--- config.mk ---
export PLATFORM = sky130hd
export DESIGN_NAME = vector_redsum_unit
export DESIGN_NICKNAME = d
export VERILOG_FILES = /design/src/rtl/vector_redsum_unit.sv
export SDC_FILE = /design/constraint.sdc
export NUM_CORES = 2
export LEC_CHECK = 0
export BUFFER_PORTS_ARGS = -buffer_cell sky130_fd_sc_hd__buf_2
export CAP_MARGIN = 30
export CORE_AREA = 2 2 459 461
export CTS_BUF_LIST = sky130_fd_sc_hd__clkbuf_8
export CTS_CLUSTER_DIAMETER = 200
export DETAILED_ROUTE_END_ITERATION = 10
export DIE_AREA = 0 0 461 463
export GPL_TIMING_DRIVEN = 0
export SYNTH_ARGS = -nofsm -noshare
export SYNTH_HDL_FRONTEND = slang
export SYNTH_SLANG_ARGS = --single-unit
--- constraint.sdc ---
create_clock -name clk -period 8.3 [get_ports clk]
set_input_delay 0.83 -clock clk [delete_from_list [all_inputs] [get_ports clk]]
set_output_delay 0.83 -clock clk [all_outputs]
set_load 0.03 [all_outputs]
--- src/rtl/vector_redsum_unit.sv ---
// vector_redsum_unit: multi-cycle integer reduction-sum execute unit.
// Computes vd = vs1[0] + sum(vs2[*]) one VLEN-bit chunk per cycle. A single
// chunk-wide adder tree is reused across the LMUL beats. The result is
// presented on vd_bus together with a one-cycle done/wb_enable pulse.
//
// Handshake: start is a request that is sampled only in IDLE and is never
// queued. busy is high from the cycle after acceptance until the DONE cycle
// ends. done and wb_enable are the same single-cycle pulse, and vd_bus is
// valid in that cycle. vd_bus then holds its value until the next completion
// or reset. There is no backpressure; the writeback stage must take the
// result in the done cycle.
module vector_redsum_unit #(
  parameter int VLEN       = 128,
  parameter int MAX_CHUNKS = 4
) (
  input  logic                         clk,
  input  logic                         rst_n,
  input  logic                         start,
  input  logic                         vsi_lmul,
  input  logic                         vsi_sew,
  input  logic [VLEN-1:0]              vs1_data,
  input  logic [VLEN*MAX_CHUNKS-1:0]   vs2_data,
  output logic                         busy,
  output logic                         done,
  output logic                         wb_enable,
  output logic [VLEN*MAX_CHUNKS-1:0]   vd_bus,
  output logic [1:0]                   dbg_state_o
);

  localparam int BUS_W   = VLEN * MAX_CHUNKS;
  localparam int BEAT_W  = (MAX_CHUNKS > 1) ? $clog2(MAX_CHUNKS) : 1;
  localparam int N_BYTES = VLEN / 8;
  localparam int N_WORDS = VLEN / 32;

  typedef enum logic [1:0] {
    S_IDLE  = 2'd0,
    S_ACCUM = 2'd1,
    S_DONE  = 2'd2
  } state_e;

  state_e              state_q, state_d;
  logic [BEAT_W-1:0]   beat_q,  beat_d;
  logic                lmul_q,  lmul_d;
  logic                sew_q,   sew_d;
  logic [BUS_W-1:0]    vs2_q,   vs2_d;
  logic [31:0]         acc_q,   acc_d;
  logic [BUS_W-1:0]    vd_q,    vd_d;

  logic [VLEN-1:0]     chunk;
  logic [7:0]          byte_sum;
  logic [31:0]         word_sum;
  logic [31:0]         acc_next;
  logic [31:0]         seed;
  logic [BEAT_W-1:0]   last_beat_idx;
  logic                last_beat;

  // Only element 0 of vs1 feeds the seed; the remaining bits are ignored.
  logic unused_vs1_hi;
  assign unused_vs1_hi = ^vs1_data[VLEN-1:32];

  // Modulo-2^8 sum of every byte in one chunk.
  function automatic logic [7:0] sum_bytes(input logic [VLEN-1:0] c);
    logic [7:0] s;
    s = 8'h00;
    for (int i = 0; i < N_BYTES; i++) begin
      s = s + c[i*8 +: 8];
    end
    return s;
  endfunction

  // Modulo-2^32 sum of every 32-bit word in one chunk.
  function automatic logic [31:0] sum_words(input logic [VLEN-1:0] c);
    logic [31:0] s;
    s = 32'h0;
    for (int i = 0; i < N_WORDS; i++) begin
      s = s + c[i*32 +: 32];
    end
    return s;
  endfunction

  // Select the latched chunk addressed by the current beat.
  always_comb begin
    chunk = '0;
    for (int k = 0; k < MAX_CHUNKS; k++) begin
      if (beat_q == BEAT_W'(k)) begin
        chunk = vs2_q[k*VLEN +: VLEN];
      end
    end
  end

  // Shared adder tree plus accumulate; wraps at the latched element width.
  always_comb begin
    byte_sum = sum_bytes(chunk);
    word_sum = sum_words(chunk);
    if (sew_q) begin
      acc_next = acc_q + word_sum;
    end else begin
      acc_next = {24'h0, acc_q[7:0] + byte_sum};
    end
  end

  // Seed selection and last-beat detection.
  always_comb begin
    seed          = vsi_sew ? vs1_data[31:0] : {24'h0, vs1_data[7:0]};
    last_beat_idx = lmul_q ? BEAT_W'(MAX_CHUNKS - 1) : '0;
    last_beat     = (beat_q == last_beat_idx);
  end

  // FSM state register.
  always_ff @(posedge clk or negedge rst_n) begin
    if (!rst_n) begin
      state_q <= S_IDLE;
    end else begin
      state_q <= state_d;
    end
  end

  // FSM next-state logic.
  always_comb begin
    state_d = state_q;
    case (state_q)
      S_IDLE:  if (start) state_d = S_ACCUM;
      S_ACCUM: if (last_beat) state_d = S_DONE;
      S_DONE:  state_d = S_IDLE;
      default: state_d = S_IDLE;
    endcase
  end

  // Datapath next-state: operand latch in IDLE, accumulate in ACCUM.
  always_comb begin
    beat_d = beat_q;
    lmul_d = lmul_q;
    sew_d  = sew_q;
    vs2_d  = vs2_q;
    acc_d  = acc_q;
    vd_d   = vd_q;
    case (state_q)
      S_IDLE: begin
        if (start) begin
          vs2_d  = vs2_data;
          lmul_d = vsi_lmul;
          sew_d  = vsi_sew;
          acc_d  = seed;
          beat_d = '0;
        end
      end
      S_ACCUM: begin
        acc_d  = acc_next;
        beat_d = beat_q + BEAT_W'(1);
        // The result register is loaded on the same edge that enters DONE.
        if (last_beat) begin
          vd_d = BUS_W'(acc_next);
        end
      end
      default: ;
    endcase
  end

  // Datapath registers; reset clears everything so an abort leaves no trace.
  always_ff @(posedge clk or negedge rst_n) begin
    if (!rst_n) begin
      beat_q <= '0;
      lmul_q <= 1'b0;
      sew_q  <= 1'b0;
      vs2_q  <= '0;
      acc_q  <= '0;
      vd_q   <= '0;
    end else begin
      beat_q <= beat_d;
      lmul_q <= lmul_d;
      sew_q  <= sew_d;
      vs2_q  <= vs2_d;
      acc_q  <= acc_d;
      vd_q   <= vd_d;
    end
  end

  // Outputs decode directly from registered state.
  always_comb begin
    busy        = (state_q != S_IDLE);
    done        = (state_q == S_DONE);
    wb_enable   = (state_q == S_DONE);
    vd_bus      = vd_q;
    dbg_state_o = state_q;
  end

endmodule

# [After elaboration in Yosys (flattened, before gate mapping)]
# Index checks and enable logic that the tools add are counted.
[classes] magnitude_cmp=0 add_sub_neg=21 div_mod_pow=0 n_mul=0 n_mux=14 n_eq_ne=8 shifts=0 bitwise=0 n_reduce_logical=8
[ops] op="$mux W128" n=4
[ops] op="$add A32 B32 Y32" n=4
[ops] op="$add A8 B8 Y8" n=16
[ops] op="$mux W32" n=3
[ops] op="$pmux W32 S2" n=1
[ops] op="$mux W2" n=4
[ops] op="$pmux W2 S2" n=2
[ops] op="$reduce_and A2 Y1" n=4
[ops] op="$eq A2 B2 Y1 const B" n=3
[ops] op="$eq A2 B1 Y1 const B" n=2
[ops] op="$logic_not A2 Y1" n=2
[ops] op="$ne A2 B2 Y1 const B" n=2
[ops] op="$reduce_bool A2 Y1" n=2
[ops] op="$add A2 B1 Y2 const B" n=1
[ops] op="$eq A2 B2 Y1" n=1
[totals] mem_bits_ro=0 mem_count=0 word_cells=58 input_bits=645 ram_bits=0 latchBits=0 reg_bits=582 out_inout_bits=517

# [Depth between registers and ports, before layout]
[logic_depth] word_depth=23 mapped_depth=35 depth_no_buf=32

# [Worst setup path after synthesis]
# Ideal clock, no wire load.
[synth_timing] path_type="register to register" start="register beat_q[1]" end="register vd_q[7], in the netlist vd_bus[7]" path_slack_ns=1.146 arrival_time_ns=7.028 setup_ns=0.126 n_path_buf=5 required_time_ns=8.174 stages_incl_launch_ff=32 period_less_slack_ns=7.154 cell_sequence="dfrtp_1 > inv_1 > ha_1 > buf_2 > buf_4 > clkbuf_1 > clkbuf_1 > buf_1 > a21oi_1 > nor2_1 > a21oi_1 > o21ai_0 > fa_1 > inv_1 > fa_1 > fa_1 > inv_1 > fa_1 > fa_1 > inv_1 > fa_1 > inv_1 > ha_1 > a21o_1 > a21oi_1 > o21bai_1 > a21oi_1 > xnor2_1 > xnor3_1 > xnor2_1 > o21ai_1 > o21ai_1"
[synth_via] elab_chain_len=22 elab_cells_between_ends=31 cone_classes="add/sub: 20; eq/ne: 4; mux: 5; reduce/logical: 2"
[synth_lines] item="start, declared" line_no="42" text="logic [BEAT_W-1:0] beat_q, beat_d;"
[synth_lines] item="start signal, assigned" line_no="169" text="beat_q <= beat_d;"
[synth_lines] item="$logic_not A2 Y1" line_no="85" text="if (beat_q == BEAT_W'(k)) begin"
[synth_lines] item="$mux W128 (4 in series)" line_no="85"
[synth_lines] item="$add A8 B8 Y8 (15 in series)" line_no="66" text="s = s + c[i*8 +: 8];"
[synth_lines] item="$add A8 B8 Y8" line_no="98" text="acc_next = {24'h0, acc_q[7:0] + byte_sum};"
[synth_lines] item="$mux W32" line_no="95" text="if (sew_q) begin"
[synth_lines] item="end signal, assigned" line_no="174" text="vd_q <= vd_d;"
[synth_lines] item="end, declared" line_no="47" text="logic [BUS_W-1:0] vd_q, vd_d;"
# Several ways; a longest one is shown, not always the timed one.
# A chain may end at the register's enable or synchronous reset.

# [Worst setup path after layout]
# Same ends and word-level chain as after synthesis.

==> summary.md <==
The flow ran to the end, and the final reports show no timing, DRC or antenna violations. The cell repeated most along the worst path was fa_1. For this run, the slowest stage of the critical path takes 0.52 ns.

The number of distinct standard cells referenced by the synthesized netlist is 54, and the count of final hold-check violations is 0. The remaining global-route overflow came out at 0. After clock tree synthesis, the clock-pin slew on the worst setup and hold paths is 0.06 ns. The library cell used most frequently in the layout, excluding fill and tap cells, is nand2_1. The tools report the starting density of the core as 17.5%. The first global-routing pass estimated 283 mm of wire.

After technology mapping, the gate count stands at 4585. The maximum clock skew at final layout is 0.0824 ns. The worst hold slack was 0.122 ns; the number of ports placed on the die boundary was 1162.

Cell with the largest stage delay on the worst path: a21oi_1. For the number of global-route vias before repair, the log shows 32815. The floorplan has 168 rows.

The number of optimization iterations in the first detailed-route pass is 6, and the async set or reset register ratio after synthesis is 100%. In the routed design, unresolved DRC markers number 0. For this run, the share of the core covered by cells in the final layout is 23.1%. At the pin with the least slew margin, the transition time is 1.03 ns. The height of the die was 463 um. The tools report the yosys synthesis warning count as 0. After detailed placement, the total cell area comes to 45100 sq um.

CTS saw 582 sinks. The clock passes through at most 3 buffers. For the initial antenna violation count, the log shows 74. The tightest min-delay check is of the in -> reg type.

Sequential elements use 40.0% of the synthesized area. The tools report the root cell of the clock tree as clkbuf_8. The highest fanout seen on the critical path is 19.

The max-slew headroom at the worst pin is 31.2%, and the count of nets left with antenna violations after detail routing is 0. Dividing the synthesized area by the synthesized cell count gives 7.94 sq um. The tools report the kind of start point of the critical path as a register. Setup repair after global routing left no endpoint under its margin.

Cells with a size suffix above 1 make up 24.9% of the layout. Routability-driven placement finished with a final weighted congestion of 0.981. The tools report the nature of the critical path endpoint as a register. Counting the buffers created by CTS gives 108. Global routing used 19.7% of the available tracks across all layers. The total standard cell area after synthesis was 36400 sq um; the count of flip-flops with a built-in enable after synthesis was 0. The total number of vias was 34456. During placement, the flow inserted port buffers numbering 585. The library cells used most frequently in the layout, excluding fill and tap cells, are nand2_1, buf_2, dfrtp_1, buf_4, conb_1. The number of buffers and inverters on the critical path is 9. Max-cap violations in this run came to 0. The per-cell routed wire length was 24.9 um. The net count of the finished layout was 6670; the arrival time at the worst endpoint was 8.84 ns.

Among all flip-flop cells after synthesis, the most frequent one is dfrtp_1. The area growth from synthesis to final layout is 32.3%, and the post-route fraction of the period consumed by the critical path is 97.8%. The synthesized flop and latch total is 582, and the pin count of the biggest net entering global routing is 119. The family with the most delay on the worst path is adder cells. The post-layout minimum cycle time works out to 8.11 ns.

Setup violations remaining at the end of the flow were counted as 0. The synthesized design devotes to its leading area cell type 40.0% of total area. The final design instance area without fill is 48200 sq um, and the average via count per standard cell is 3.96. In this run the number of H-tree levels came out at 3. In the post-synthesis netlist, the biggest area contributors are dfrtp_1, nand2_1, fa_1, buf_4, a21oi_1. The placeable core region was 209000 sq um. The die is 461 um wide. TritonCTS built the clock tree. Critical setup path kind: reg -> reg.

In this run, the number of DRC markers left after iteration 0 of detailed routing was 3248. Overall die area: 213000 sq um. The clock reaches the later pin of the worst-skew pair after 0.90 ns. The run gives 0 as the final-report max-slew violation count.

Adding up every negative setup slack in the final design gives 0 ns. The tools report the post-detailed-placement half-perimeter wirelength as 190 mm. The run gives 9.03 ns as the required time at the endpoint of the critical path. The biggest area contributor in the post-synthesis netlist is dfrtp_1. For this block, the routed nets add up to 217 mm of wire. Static timing analysis puts the maximum clock frequency at 0.123 GHz.
## synthesized netlist by cell type (15+ instances only)
cell	number
nor2_1	344
buf_1	35
nand2_1	1766
a21oi_1	361
dfrtp_1	582
xor2_1	15
buf_4	484
xnor2_1	45
o21ai_0	95
a21o_1	25
ha_1	51
inv_1	233
fa_1	185
clkbuf_1	190
## repair_timing
action / 4_1_cts / 5_1_grt
resized for setup: 213 / 43
endpoints found under the setup margin: 16 / 2
gates cloned: 0 / 0
setup buffers: 6 / 1
hold buffers: 1 / 0
endpoints found under the hold margin: 41 / 0
pin swaps: 4 / 4
## worst register-to-register path, delay by kind of cell (launching register included)
family                   cells  cell delay, ns
adder cells (fa/ha/maj)      8            3.35
flip-flops                   1            0.44
XOR/XNOR                     3            0.71
buffers and inverters        9            1.24
AND/OR/NAND/NOR              3            0.25
AO/OA/AOI/OAI                8            1.98
## per-layer routing
layer	share of wire (%)	vias up	wire length, um	track usage, %
met3	7.4	311	16100	3.76
met4	3.8	14	8350	6.43
met5	0.038	-	83	0
met2	44	1837	96100	31.0
met1	44	16587	96300	27.1
li1	-	15707	-	-
## state kept, by name, indices dropped and copies added (netlist names)
register     cells
vd_bus          32
sew_q            1
beat_q           2
lmul_q           1
dbg_state_o      2
vs2_q          512
acc_q           32
## layout make-up
cell class              count  area, sq um
plain buffers             712         4690
repair buffers            619         3390
clock buffers             136         1870
multi-input cells        3531        18700
clock inverters            59          490
inverters                 235          882
diodes                     18         45.0
well taps                2805         3510
flip-flops and latches    582        14600
fillers                 23321       160000
## path summary, 6_finish.rpt
check,startpoint,endpoint,slack [ns],depth (start not counted)
hold reg to reg,vs2_q[305],vs2_q[305],0.48,2
setup / recovery,beat_q[1],vd_bus[7],0.19,31
hold / removal,vs2_data[199],vs2_q[199],0.12,3
max in group asynchronous,rst_n,vs2_q[455],5.82,5
min in group asynchronous,rst_n,vs2_q[286],0.53,2
setup reg to reg,beat_q[1],vd_bus[7],0.19,31
## logic make-up after synthesis
logic type	Yosys count	synth area share (%)
AND/OR/NAND/NOR	2184	23.0
XOR/XNOR	62	1.57
multiplexers	2	0.0550
flip-flops	582	40.0
AO/OA/AOI/OAI	567	8.59
adder cells (fa/ha/maj)	236	11.9
buffers and inverters	951	14.8
other	1	0.0103
## per-stage QoR
step / std cells / worst slack, ns
floorplan: 5064 / 1.15
global placement: 8454 / -6.47
detailed placement: 8480 / -2.24
CTS: 8679 / 0.0158
global route: 8685 / 0.00520
finish: 8697 / 0.185
Power is left out: the tool's default activity adds up to more than one toggle a clock period on the data nets, which glitch-free logic cannot reach.
